## src/rtl/cmd_deframer.sv

```systemverilog
// rtl/cmd_deframer.sv - byte-serial command frame receiver and field decomposer
module cmd_deframer #(
    parameter int          N_FIELDS    = 6,
    parameter logic [7:0]  HEADER      = 8'hAA,
    parameter bit          CHECKSUM_EN = 1'b1,
    parameter int          TIMEOUT     = 16
) (
    input  logic                  clk,
    input  logic                  rst,
    input  logic                  in,
    input  logic                  rx_valid,
    input  logic [7:0]            rx_data,
    output logic [8*N_FIELDS-1:0] fields,
    output logic                  frame_valid,
    output logic                  frame_err,
    output logic [1:0]            err_code,
    output logic                  busy
);

    localparam int         TW       = $clog2(TIMEOUT + 1);
    localparam logic [TW-1:0] TMO_V = TW'(TIMEOUT);
    localparam logic [4:0] LAST_IDX = 5'(N_FIELDS - 1);

    typedef enum logic [1:0] {
        IDLE   = 2'd0,
        FIELDS = 2'd1,
        SUM    = 2'd2
    } state_t;

    state_t                  state, state_next;
    logic [8*N_FIELDS-1:0]   shadow, shadow_next;
    logic [7:0]              run_sum;
    logic [4:0]              idx;
    logic [TW-1:0]           idle_cnt;
    logic                    start, take, commit, sum_err, tmo;

    // State register; a low enable forces the hunt state
    always_ff @(posedge clk or posedge rst) begin
        if (rst)
            state <= IDLE;
        else if (!in)
            state <= IDLE;
        else
            state <= state_next;
    end

    // Next-state and per-cycle control decode; timeout wins over a byte arriving the same cycle
    always_comb begin
        state_next = state;
        start      = 1'b0;
        take       = 1'b0;
        commit     = 1'b0;
        sum_err    = 1'b0;
        tmo        = 1'b0;
        unique case (state)
            IDLE: begin
                if (rx_valid && rx_data == HEADER) begin
                    start      = 1'b1;
                    state_next = FIELDS;
                end
            end
            FIELDS: begin
                if (idle_cnt == TMO_V) begin
                    tmo        = 1'b1;
                    state_next = IDLE;
                end else if (rx_valid) begin
                    take = 1'b1;
                    if (idx == LAST_IDX) begin
                        if (CHECKSUM_EN) begin
                            state_next = SUM;
                        end else begin
                            commit     = 1'b1;
                            state_next = IDLE;
                        end
                    end
                end
            end
            SUM: begin
                if (idle_cnt == TMO_V) begin
                    tmo        = 1'b1;
                    state_next = IDLE;
                end else if (rx_valid) begin
                    if (rx_data == run_sum)
                        commit = 1'b1;
                    else
                        sum_err = 1'b1;
                    state_next = IDLE;
                end
            end
            default: state_next = IDLE;
        endcase
    end

    // Shadow image including the byte being stored this cycle, so a no-checksum commit sees the last field
    always_comb begin
        shadow_next = shadow;
        if (take)
            shadow_next[8*(int'(LAST_IDX) - int'(idx)) +: 8] = rx_data;
    end

    // Datapath: byte capture, running sum, idle counter, committed fields and status
    always_ff @(posedge clk or posedge rst) begin
        if (rst) begin
            shadow      <= '0;
            run_sum     <= '0;
            idx         <= '0;
            idle_cnt    <= '0;
            fields      <= '0;
            frame_valid <= 1'b0;
            frame_err   <= 1'b0;
            err_code    <= 2'b00;
            busy        <= 1'b0;
        end else if (!in) begin
            shadow      <= '0;
            run_sum     <= '0;
            idx         <= '0;
            idle_cnt    <= '0;
            fields      <= '0;
            frame_valid <= 1'b0;
            frame_err   <= 1'b0;
            err_code    <= 2'b00;
            busy        <= 1'b0;
        end else begin
            frame_valid <= commit;
            frame_err   <= sum_err | tmo;
            busy        <= (state_next != IDLE);
            if (sum_err)
                err_code <= 2'b01;
            else if (tmo)
                err_code <= 2'b10;
            if (commit)
                fields <= shadow_next;
            if (start) begin
                run_sum  <= '0;
                idx      <= '0;
                idle_cnt <= '0;
            end else if (take) begin
                shadow   <= shadow_next;
                run_sum  <= run_sum + rx_data;
                idx      <= idx + 5'd1;
                idle_cnt <= '0;
            end else if (state != IDLE && !rx_valid) begin
                idle_cnt <= idle_cnt + TW'(1);
            end
        end
    end

endmodule

```

## config.mk

```make
export PLATFORM = sky130hd
export DESIGN_NAME = cmd_deframer
export DESIGN_NICKNAME = d
export VERILOG_FILES = /design/src/rtl/cmd_deframer.sv
export SDC_FILE = /design/constraint.sdc
export NUM_CORES = 1
export LEC_CHECK = 0
export BUFFER_PORTS_ARGS = -buffer_cell sky130_fd_sc_hd__buf_4
export CORE_UTILIZATION = 59
export CTS_CLUSTER_DIAMETER = 120
export DETAILED_ROUTE_END_ITERATION = 16
export GPL_TIMING_DRIVEN = 1
export PLACE_DENSITY = 0.81
export SKIP_CTS_REPAIR_TIMING = 1
export SLEW_MARGIN = 30
export SYNTH_ARGS = -nofsm -noshare
export SYNTH_HDL_FRONTEND = slang
export SYNTH_SLANG_ARGS = --single-unit
```

## constraint.sdc

```tcl
create_clock -name clk -period 10.4 [get_ports clk]
set_clock_uncertainty 0.05 [all_clocks]
set_input_delay 0.52 -clock clk [delete_from_list [all_inputs] [get_ports clk]]
set_output_delay 0.52 -clock clk [all_outputs]
set_load 0.1 [all_outputs]
```

## Word-level counts from Yosys, hierarchy flattened

Cells that the tools add are included.

| word-level totals | value |
|---|---|
| register bits after elaboration | 121 |
| output and inout bits | 53 |
| word-level logic and storage cells | 84 |

| cells by class | value |
|---|---|
| $add $sub $neg | 5 |
| equal/unequal tests | 12 |
| shifts and indexed selects | 2 |
| multiplexer cells | 46 |
| bitwise gates (word level) | 1 |
| reduce and logical (&&, ||, !) cells | 8 |

Operators by type and width:

| cell | count |
|---|---|
| $mux 48 | 6 |
| $bwmux 48 | 1 |
| $shift 8x33->48 const A | 1 |
| $shiftx 8x33->48 | 1 |
| $mux 5 | 7 |
| $neg 9->33 | 1 |
| $mux 8 | 3 |
| $mux 2 | 10 |
| $mux 1 | 18 |
| $add 5x1->5 const B | 2 |
| $add 8x8->8 | 1 |
| $eq 8x8->1 | 1 |
| $eq 8x8->1 const B | 1 |
| $ne 3x1->1 const B | 2 |
| $pmux 2 s3 | 1 |
| $sub 3x5->6 const A | 1 |
| $eq 5x3->1 const B | 1 |
| $eq 5x5->1 const B | 1 |
| $ne 2x1->1 const B | 2 |
| $ne 4x1->1 const B | 1 |
| $reduce_bool 2->1 | 2 |
| $eq 2x1->1 const B | 1 |
| $eq 2x2->1 const B | 1 |
| $logic_and 1x1->1 | 2 |
| other kinds (6) | 6 |

## Longest topological paths before layout

| logic depth | value |
|---|---|
| word-level depth | 8 |
| depth in mapped cells | 13 |

## Worst setup path before layout

No wires, ideal clock.

| timing | value |
|---|---|
| path kind | register to register |
| from | register idx[1] |
| to | register shadow[41] |
| library setup time | 0.079 ns |
| arrival | 3.528 ns |
| path slack | 6.743 ns |
| cell stages (with the launch flop) | 11 |
| path buffers | 1 |
| clock period less this slack | 3.657 ns |
| cell sequence | dfrtp_1 -> ha_1 -> nor3_1 -> nand4_1 -> ha_1 -> nor4b_1 -> nand2_1 -> or4_1 -> buf_2 -> nor3_4 -> mux2i_1 |

| between the ends | value |
|---|---|
| word-level cells in the longest chain between the ends | 8 |
| elaborated cells between the ends (all ways) | 9 |
| classes of those cells | add/sub (2); shift (2); mux (5) |

RTL lines:

| what | RTL line | RTL |
|---|---|---|
| start, declared | 33 | `logic [4:0] idx;` |
| start signal, assigned | 140 | `idx <= idx + 5'd1;` |
| $sub 3x5->6 * | 98 | `shadow_next[8*(int'(LAST_IDX) - int'(idx)) +: 8] = rx_data;` |
| $neg 9->33 * | 98 |  |
| $shiftx 8x33->48 / $shift 8x33->48 (equally long branches) | 98 |  |
| $bwmux 48 * | 98 |  |
| $mux 48 * | 97 | `if (take)` |
| $mux 48 * | 137 | `end else if (take) begin` |
| $mux 48 * | 133 | `if (start) begin` |
| $mux 48 * | 113 | `end else if (!in) begin` |
| end signal, assigned | 138 | `shadow <= shadow_next;` |
| end, declared | 31 | `logic [8*N_FIELDS-1:0] shadow, shadow_next;` |

Mark *: on every way between the ends. The rest lies on a longest branch, timed or not. The select of a mux whose other input is x is not followed.
A chain may end at the register's enable or synchronous reset.

## Worst setup path after layout

| timing | value |
|---|---|
| from | register idx[3] |
| to | register fields[47] |

| between the ends | value |
|---|---|
| word-level cells in the longest chain between the ends | 7 |
| elaborated cells between the ends (all ways) | 8 |
| classes of those cells | add/sub (2); shift (2); mux (4) |

RTL lines:

| what | RTL line | RTL |
|---|---|---|
| $sub 3x5->6 * | 98 |  |
| $neg 9->33 * | 98 |  |
| $shiftx 8x33->48 / $shift 8x33->48 (equally long branches) | 98 |  |
| $bwmux 48 * | 98 |  |
| $mux 48 * | 97 |  |
| $mux 48 * | 131 | `if (commit)` |
| $mux 48 * | 113 |  |
| end signal, assigned | 132 | `fields <= shadow_next;` |
| end, declared | 13 | `output logic [8*N_FIELDS-1:0] fields,` |

Marked as above.

==> flow_summary.toml <==
[detailed_routing]
remaining_drc_errors = 0
drt_iter0_markers = 491
ant_nets = 0
first_pass_iters = 6
num_vias = 5667
routedWlPerCell_um = 19.9
totalWireLength_um = 16900
via_per_inst = 6.68

[worst_setup_path]
cp-end-kind = "register"
path_delay_family = "simple AND/OR/NAND/NOR gates"
cp.required_ns = 10.78
startpoint_type = "register"
reg2reg_from = "idx[3]$_DFFE_PP0P_"
cp_slowest_cell = "or4_1"
cp_num_buf_inv = 0
worstPathCellList = "a21oi_1 > xor2_1 > and2_1 > nand4_1 > ha_1 > nor4b_1 > nand3_1 > or4_1 > or2_0 > a211oi_1"
cp.arrival_ns = 4.87
ff2ff_path_depth = 10
reg2reg_setup_slack_ns = 5.92
slowest_delay_ns = 0.69
crit_start = "idx[3]$_DFFE_PP0P_"
r2r_end = "fields[47]$_DFFE_PP0P_"
crit_type = "register to register"
crit_fanout = 11

[timing]
worstMarginPinSlew_ns = 0.772
min_period_ns = 4.48
tns_ns = 0
fmax_ghz = 0.223
rsz0062_at_grt = "no"
finalSetupViolCount = 0
slew-limit-headroom_pct = 47.9
drv_slew = 0
fin_crit_sh_pct = 43.1
finalHoldViolCount = 0
fin_ws_ns = 5.92

[worst_hold_path]
hold_class = "input pin to async pin"

[cts]
htreeDepth = 4
clkLatencyLatePin_ns = 0.53
cts_tree = "done"
cts.clk_slew.worst_paths_ns = 0.06
clock_sinks = 121
clk_path_buf_depth = 2
numCtsBuffers = 17
cts_root_buf = "clkbuf_8"

[logic_synthesis]
netlist_instances = 671
ys_seq_elements = 121
synth_edf_count = 0
synthFlopType = "dfrtp_1"
async_flop_share_pct = 100
ys_seq_area_share_pct = 46.8
synth_area_leaders = "dfrtp_1, a211oi_1, ha_1, o21ai_0, nand2_1"
ys_warn_count = 0
syn_nets = 708
avgSynthCellArea_um2 = 9.64
yosys.area.top_type = "dfrtp_1"
ys_types = 59
syn_area_um2 = 6470
yosysTopAreaCellShare_pct = 46.8

[die]
die_area_um2 = 11400
dieHeight_um = 107
rows = 37
pin_count = 65
start_util_pct = 61.9
fp.dieW_um = 107
coreArea_um2 = 10500

[grt]
first_global_vias = 5505
grt_pass1_wl_um = 27900
overflow = 0
grt_usage_pct = 31.7
antenna_found_initial = 0
grt_max_degree = 84

[final_layout]
fin_util_pct = 72.0
final_common_cell = "dfrtp_1"
synthToLayoutAreaGrowth_pct = 16.4
num-fill-cells = 743
layout-drive-gt1-share_pct = 16.4
nets = 736
layout_common_cells = "dfrtp_1, buf_4, a211oi_1, nand2_1, o21ai_0"
diodes = 0

[power]
p_total_uw = 1070
power_frac_seq_pct = 44.2
switchingPower_uw = 248
comb_power_share_pct = 3.7
p_clk_share_pct = 52.1
peakVddDrop_mv = 0.0839
internal-power_uw = 818
total_leakage_power_uw = 0.00338
swShare_pct = 23.2
pwr_density_cell_nw_per_um2 = 142

[placement]
hpwl_um = 10500
portBuffers = 64
pre_cts_ws_ns = 5.91
gp_congestion = 0.906

[run_status]
outcome = "complete, no violations"

[job]
maxCapViolCount = 0
==> final cells by class <==
type	instances	area (um2)	share of cell area [%]
clock buffer	20	425	5.65
clock inverter	12	128	1.69
inverter	12	47.5	0.631
multi-input combinational	479	3220	42.7
sequential	121	3030	40.2
tap	136	170	2.26
timing repair buffer	68	514	6.83
==> power groups by stage <==
| stage | combinational (uW) | clock, uW | sequential [uW] |
|---|---|---|---|
| 2_1_floorplan | 23.8 | 0 | 480 |
| 3_3_place_gp | 38.3 | 0 | 480 |
| 3_5_place_dp | 39.0 | 0 | 480 |
| 4_1_cts | 39.2 | 556 | 471 |
| 5_1_grt | 43.2 | 581 | 471 |
| 6_report | 39.6 | 555 | 471 |
==> registers in the layout, summed over array words and instances, names as in the netlist <==
name	count
frame_valid	1
idle_cnt	5
err_code	2
run_sum	8
state	2
idx	5
fields	48
busy	1
frame_err	1
shadow	48
==> per-layer routing <==
metal	GRT usage [%]	vias to the layer above	share of wire [%]	wire, um
met5	0	-	0	0
met2	49.9	282	47	7980
li1	-	2541	-	-
met3	8.33	52	7.4	1250
met1	41.3	2792	42	7160
met4	13.8	0	3.1	526
==> per-stage QoR <==
step	hold WS [ns]	cell area [um2]	instances
after global routing	0.0704	7530	848
final	0.0117	7530	848
after detailed placement	0.448	6950	816
after global placement	0.442	6930	816
after CTS	0.0293	7510	848
after floorplan	0.425	6470	671
==> cells by family after synthesis <==
kind of cell	synth area share, %
compound gates	20.8
xor+xnor	3.34
mux	2.80
fa+ha+maj	4.95
buf+inv	4.54
simple gates	16.7
flops	46.8
==> Yosys cell counts (all sizes together) (6+ instances only) <==
cell type / number
and3: 7
clkbuf: 44
buf: 15
a21oi: 28
nor3: 11
nor4: 18
inv: 12
nor2: 41
nand2: 60
o31ai: 8
nand3: 25
a22o: 16
ha: 24
and2: 7
o21ai: 59
xor2: 11
xnor2: 12
mux2i: 17
a211oi: 65
o22ai: 6
dfrtp: 121
nand4: 13
==> worst max-delay path by stage <==
stage                                         to  slack, ns  cells after the start
after global routing      fields[45]$_DFFE_PP0P_       5.70                     10
after detailed placement  fields[43]$_DFFE_PP0P_       5.91                      9
after global placement    fields[47]$_DFFE_PP0P_       6.25                      9
final                     fields[47]$_DFFE_PP0P_       5.92                     10
after CTS                 fields[47]$_DFFE_PP0P_       5.84                      9
after floorplan                   busy$_DFF_PP0_       6.62                      1
Note: power is estimated with default switching activity, not from simulation.
